File: src/rtl/hazard_stall_unit.sv
// hazard_stall_unit: load-use stall and taken-branch flush sequencing for IF, IF/DC and DC/EX.
module hazard_stall_unit #(
  parameter int REG_W        = 3,
  parameter int LOAD_LAT     = 1,
  parameter int FLUSH_CYCLES = 1,
  parameter int CNT_W        = 16
) (
  input  logic             clk,
  input  logic             rst_n,
  input  logic             dc_valid,
  input  logic [REG_W-1:0] dc_rs1,
  input  logic [REG_W-1:0] dc_rs2,
  input  logic             dc_rs1_used,
  input  logic             dc_rs2_used,
  input  logic [REG_W-1:0] dc_rd,
  input  logic             dc_rd_we,
  input  logic             dc_is_load,
  input  logic             ex_branch_taken,
  output logic             pc_we,
  output logic             if_dc_we,
  output logic             if_dc_flush,
  output logic             dc_ex_bubble,
  output logic [1:0]       state,
  output logic [CNT_W-1:0] stall_count,
  output logic [CNT_W-1:0] flush_count
);
  typedef enum logic [1:0] {RUN = 2'd0, STALL = 2'd1, FLUSH = 2'd2} state_t;
  localparam logic [1:0] LD_INIT = (LOAD_LAT > 1) ? 2'(LOAD_LAT - 2) : 2'd0;
  localparam logic [1:0] FL_INIT = (FLUSH_CYCLES > 1) ? 2'(FLUSH_CYCLES - 2) : 2'd0;
  state_t           r_state, w_next;
  logic [1:0]       r_cnt, w_cnt_next;
  logic             r_ex_valid, r_ex_we, r_ex_load;
  logic [REG_W-1:0] r_ex_rd;
  logic [CNT_W-1:0] r_stall_cnt, r_flush_cnt;
  logic             w_hz, w_stall, w_flush, w_redirect;
  always_comb begin
    w_hz = dc_valid & r_ex_valid & r_ex_we & r_ex_load &
           ((dc_rs1_used & (dc_rs1 == r_ex_rd)) | (dc_rs2_used & (dc_rs2 == r_ex_rd)));
    w_stall    = 1'b0;
    w_flush    = 1'b0;
    w_redirect = 1'b0;
    w_next     = r_state;
    w_cnt_next = (r_cnt == 2'd0) ? 2'd0 : r_cnt - 2'd1;
    case (r_state)
      RUN: begin
        // A taken branch squashes the decode instruction, so its hazard is moot
        if (ex_branch_taken) begin
          w_flush    = 1'b1;
          w_redirect = 1'b1;
          w_next     = (FLUSH_CYCLES > 1) ? FLUSH : RUN;
          w_cnt_next = FL_INIT;
        end else if (w_hz) begin
          w_stall    = 1'b1;
          w_next     = (LOAD_LAT > 1) ? STALL : RUN;
          w_cnt_next = LD_INIT;
        end
      end
      STALL: begin
        w_stall = 1'b1;
        w_next  = (r_cnt == 2'd0) ? RUN : STALL;
      end
      FLUSH: begin
        w_flush = 1'b1;
        w_next  = (r_cnt == 2'd0) ? RUN : FLUSH;
      end
      default: w_next = RUN;
    endcase
  end
  assign pc_we        = ~w_stall;
  assign if_dc_we     = ~w_stall;
  assign if_dc_flush  = w_flush;
  assign dc_ex_bubble = w_stall | w_flush;
  assign state        = r_state;
  assign stall_count  = r_stall_cnt;
  assign flush_count  = r_flush_cnt;
  always_ff @(posedge clk or negedge rst_n) begin
    if (!rst_n) begin
      r_state     <= RUN;
      r_cnt       <= 2'd0;
      r_ex_valid  <= 1'b0;
      r_ex_we     <= 1'b0;
      r_ex_load   <= 1'b0;
      r_ex_rd     <= '0;
      r_stall_cnt <= '0;
      r_flush_cnt <= '0;
    end else begin
      r_state    <= w_next;
      r_cnt      <= w_cnt_next;
      r_ex_valid <= dc_valid & ~dc_ex_bubble;
      r_ex_we    <= dc_rd_we;
      r_ex_load  <= dc_is_load;
      r_ex_rd    <= dc_rd;
      if (w_stall && !(&r_stall_cnt)) r_stall_cnt <= r_stall_cnt + CNT_W'(1);
      if (w_redirect && !(&r_flush_cnt)) r_flush_cnt <= r_flush_cnt + CNT_W'(1);
    end
  end
endmodule
File: config.mk
export PLATFORM = sky130hd
export DESIGN_NAME = hazard_stall_unit
export DESIGN_NICKNAME = d
export VERILOG_FILES = /design/src/rtl/hazard_stall_unit.sv
export SDC_FILE = /design/constraint.sdc
export NUM_CORES = 1
export LEC_CHECK = 0
export ABC_AREA = 1
export ABC_CLOCK_PERIOD_IN_PS = 1650
export CAP_MARGIN = 5
export CORE_ASPECT_RATIO = 0.6
export CORE_MARGIN = 4
export CORE_UTILIZATION = 47
export CTS_BUF_LIST = sky130_fd_sc_hd__clkbuf_4 sky130_fd_sc_hd__clkbuf_8
export DETAILED_ROUTE_END_ITERATION = 7
export GPL_TIMING_DRIVEN = 0
export PLACE_DENSITY_LB_ADDON = 0.1
export SLEW_MARGIN = 10
export SYNTH_ARGS = -nofsm -noshare
export SYNTH_HDL_FRONTEND = slang
export SYNTH_SLANG_ARGS = --single-unit
export TNS_END_PERCENT = 50
File: constraint.sdc
create_clock -name clk -period 1.65 [get_ports clk]
set_clock_uncertainty 0.1 [all_clocks]
set_input_delay 0.2475 -clock clk [delete_from_list [all_inputs] [get_ports clk]]
set_output_delay 0.2475 -clock clk [all_outputs]
set_load 0.03 [all_outputs]
Word level (Yosys, flattened, before mapping):

Index checks and enable logic that the tools add are counted.
Widths: inputs -> output; s select.

* flip-flop bits (word level): 42
* logic and storage cells: 50
* input port bits: 17
* output and inout bits: 38

* mux-type cells: 15
* bitwise operators: 11
* reductions and logical operators: 8
* add/subtract/negate cells: 3
* equal/unequal tests: 5

Operators with widths (number)
* $add 16x1->16 const B: 2
* $reduce_and 16->1: 2
* $mux 2: 7
* $and 1x1->1: 7
* $eq 3x3->1: 2
* $pmux 2 s3: 1
* $mux 1: 5
* $logic_not 2->1: 2
* $pmux 1 s2: 2
* $ne 3x3->1 const B: 1
* $eq 2x1->1 const B: 1
* $eq 2x2->1 const B: 1
* $logic_and 1x1->1: 2
* $logic_not 1->1: 2
* $not 1->1: 2
* $or 1x1->1: 2
* $sub 2x1->2 const B: 1

Longest topological paths before layout:

* word-level depth: 10
* depth in mapped cells: 12
* depth with buffers taken out: 11

Least setup slack after synthesis:

OpenSTA, ideal clock, no wires.

* kind: register to output
* start point: register r_state[0], in the netlist state[0]
* end point: output port dc_ex_bubble
* path slack: -0.360 ns
* buffers on the path: 0
* cell stages (with the launch flop): 9
* data required time: 1.302 ns
* arrival time: 1.662 ns
* cells stage by stage: dfrtp_1 -> inv_1 -> ha_1 -> inv_1 -> nor2_1 -> nand3_1 -> nand2_4 -> inv_1 -> nand2_1

* cells in the longest elaborated chain, start to end: 3
* elaborated cells on any way between the ends: 6
* those cells by class: 2 x eq/ne; 2 x mux; 1 x bitwise; 1 x reduce/logical

Ends and longest elaborated chain
* start, declared: line 30 `state_t r_state, w_next;`
* start signal, assigned: line 87 `r_state <= w_next;`
* $eq 2x1->1 (tied with other cells): line 44 `case (r_state)`
* $pmux 1 s2: line 44
* $or 1x1->1 *: line 72 `assign dc_ex_bubble = w_stall | w_flush;`
* end, declared: line 22 `output logic dc_ex_bubble,`

Mark *: on every way between the ends. The rest lies on a longest branch, timed or not.

Worst setup path in the final report:

* start point: register r_state[1], in the netlist state[1]
* end point: output port pc_we

* cells in the longest elaborated chain, start to end: 3
* elaborated cells on any way between the ends: 4
* those cells by class: 1 x eq/ne; 1 x mux; 1 x bitwise; 1 x reduce/logical

Ends and longest elaborated chain
* $eq 2x1->1 or $logic_not 2->1 (tied branches): line 44
* $pmux 1 s2 *: line 44
* $not 1->1 *: line 69 `assign pc_we = ~w_stall;`
* end, declared: line 19 `output logic pc_we,`

Marked as above.

==> run metrics <==
Die Y=63.6 um; xor-xnor portion of the synthesized cell area=9.75%; antenna-violating nets left=0; worst reg2reg path startpoint=state[1]$_DFFE_PN0P_; site row count=19; Leak=1.71 nW; Worst R2R Path Depth=11; worst slew pin tran=0.358 ns; Ports=55; Worst path max stage delay=0.43 ns; WP data arrival=around 1.7 ns; Worst Hold Class=in -> async; sequential-to-total area share from yosys stat=43.3%; final std cells w/o fill=459; DR DRC count=0; Via density=between 4 and 5; Placer Congestion=roughly 1; Clk pin slew, worst setup/hold paths=around 0.080 ns; Worst Slack Setup Final=-0.381 ns; status=finished with violations; flop-to-flop setup slack=-0.07 ns; maximum vdd drop=0.000739 V; first-pass detailed-route iteration total=4; simple-gate area share of the yosys netlist=33.7%; Final setup viols=20; TritonCTS Buffers=5; CTS max path bufs=2; port bufs=54; ant diodes=0; post-synthesis mux area share=0%; fin. max-slew vios=0; Die Area=6410 um^2; Max FO, Critical Path=3; Area growth, synth to finish=39.9%; Clock Latency Late Sink=0.29 ns; final hold violation count=0; # clock sinks=42; Root Buffer=clkbuf_8; Adder-Cell Fraction of Synth Area=2.58%; Nets=417; DP Wirelength=4510 um; largest family of logic cells by synthesized area=simple AND/OR/NAND/NOR gates; WP data required=1.30 ns; Syn Nets=339; Cells after Synth=around 320; Die Wd=101 um; RSZ-0062 raised after global routing=true; unique cell type count in the Yosys netlist=22; Power Density=~770 nW/um^2; all-layer global routing usage=20.8%; CTS tree=yes; vias in the first global route=2100; worst setup path start=state[1]$_DFFE_PN0P_; Setup crit start kind=flip-flop; Syn Std Cell Area=2420 um^2; commonest non-fill, non-tap cell in the layout=nand2_1; failing checks=negative setup slack; H-tree depth=2; Detailed Route Iter0 Violations=~130; Hold WS=0.273 ns; initial antenna violation count=0; remaining global-route overflow=0; WL per Instance=13.4 um; Avg Cell Area, Syn=around 7.6 um^2; Seq cells post-synth=42; Setup CP Type=reg -> out; first-pass GRT wire length=10600 um; Fmax=~500 MHz; CP Capture Type=output pin; placed insts=435; Finished Cell Area=3390 um^2; final worst-path cycle share=123%; worst-path cell chain=inv_2 -> ha_4 -> inv_2 -> nor2_4 -> nand3_2 -> nand2_4 -> clkinvlp_4 -> buf_6 -> buf_6; Yosys warnings=0; Period minus WS final=2.03 ns; Slew Limit Headroom=roughly 76%; Setup TNS Final=-1.91 ns; Compound-Gate Fraction of Synth Area=1.44%; Core ar.=between 4000 and 5000 um^2; Crit Reg-Reg Endpoint=stall_count[3]$_DFFE_PN0P_; largest net degree at the start of global routing=32; max-capacitance violation count=0; most frequent cells in the layout=nand2_1 (87), inv_1 (40), dlygate4sd2_1 (36); Routed Wire Length=~6200 um; layout cells sized above 1=between 10% and 20%; placed instance area=3130 um^2; slowest CP cell=dfrtp_2; Initial Util=50.7%; routed vias=2255
==> how the worst max path moves through the flow <==
stage	end	slack, ns	cells past startpoint
CTS	pc_we	-0.36	10
finish	pc_we	-0.38	9
floorplan	pc_we	-0.21	8
global route	pc_we	-0.50	11
detailed placement	dc_ex_bubble	-1.03	12
global placement	state[0]$_DFFE_PN0P_	-1.08	1
==> worst max-delay path: cells and delay by family (launching register included) <==
| family | cells | cell delay [ns] |
|---|---|---|
| and+or+nand+nor | 3 | 0.30 |
| DFF | 1 | 0.43 |
| buffers and inverters | 5 | 0.50 |
| adders and majority gates | 1 | 0.15 |
==> synthesized netlist by cell type <==
cell type	instances	area [um^2]
buf_2	1	5.00
buf_4	1	7.51
buf_6	2	22.5
clkbuf_4	1	7.51
dfrtp_1	42	1050
ha_1	5	62.6
inv_1	47	176
inv_2	1	3.75
nand2_1	91	342
nand2_2	2	12.5
nand2_4	2	22.5
nand3_1	32	160
nand3_4	1	17.5
nand4_1	3	18.8
nand4_4	1	21.3
nor2_1	35	131
nor2_4	1	11.3
nor3_1	14	70.1
nor3_2	1	10.0
o21ai_0	7	35.0
xnor2_1	5	43.8
xor2_1	22	193
==> stage by stage <==
stage	worst slack, ns	total power [mW]	util [%]
global route	-0.503	2.74	71.0
floorplan	-0.210	1.61	-
detailed placement	-1.03	1.91	65.5
CTS	-0.364	2.59	70.4
finish	-0.381	2.60	71.0
global placement	-1.08	1.90	65.2
==> timing repair <==
| action | CTS | global route |
|---|---|---|
| hold endpoints to repair | 11 | 0 |
| gates resized for setup | 80 | 14 |
| hold buffers | 1 | 0 |
| pin swaps | 10 | 3 |
| setup buffers | 15 | 0 |
| setup endpoints to repair | 57 | 36 |
| gates cloned | 1 | 0 |
==> flip-flops by register name, summed over array words and instances (netlist names) <==
signal	cells
flush_count	16
stall_count	16
r_ex_rd	3
r_cnt	2
state	2
r_ex_load	1
r_ex_valid	1
r_ex_we	1
==> cells by family after synthesis <==
group | count (synthesis)
simple gates | 183
buf+inv | 53
flops | 42
xor+xnor | 27
compound gates | 7
fa+ha+maj | 5
==> metal layers <==
metal / track usage, % / vias up / share of wire, % / wire, um
li1: - / 1129 / - / -
met1: 34.5 / 1050 / 55 / 3400
met2: 27.4 / 74 / 37 / 2310
met3: 4.52 / 2 / 7.0 / 430
met4: 3.03 / 0 / 0.29 / 18
met5: 0 / - / 0 / 0
==> report_power, final <==
part / internal, mW / leakage (nW) / switching (mW)
logic: 0.246 / 1.13 / 0.391
clock network: 0.355 / 0.0517 / 0.360
registers: 1.13 / 0.535 / 0.118
==> final cells by class <==
type	instances	area, um^2
Clock buffer	7	90.1
Buffer	5	62.6
Timing Repair Buffer	71	639
Tap cell	63	78.8
Multi-Input combinational cell	222	1270
Fill cell	413	1390
Inverter	48	186
Sequential cell	42	1060
Clock inverter	1	5.00
No activity file was read; power rests on OpenSTA's default activity.
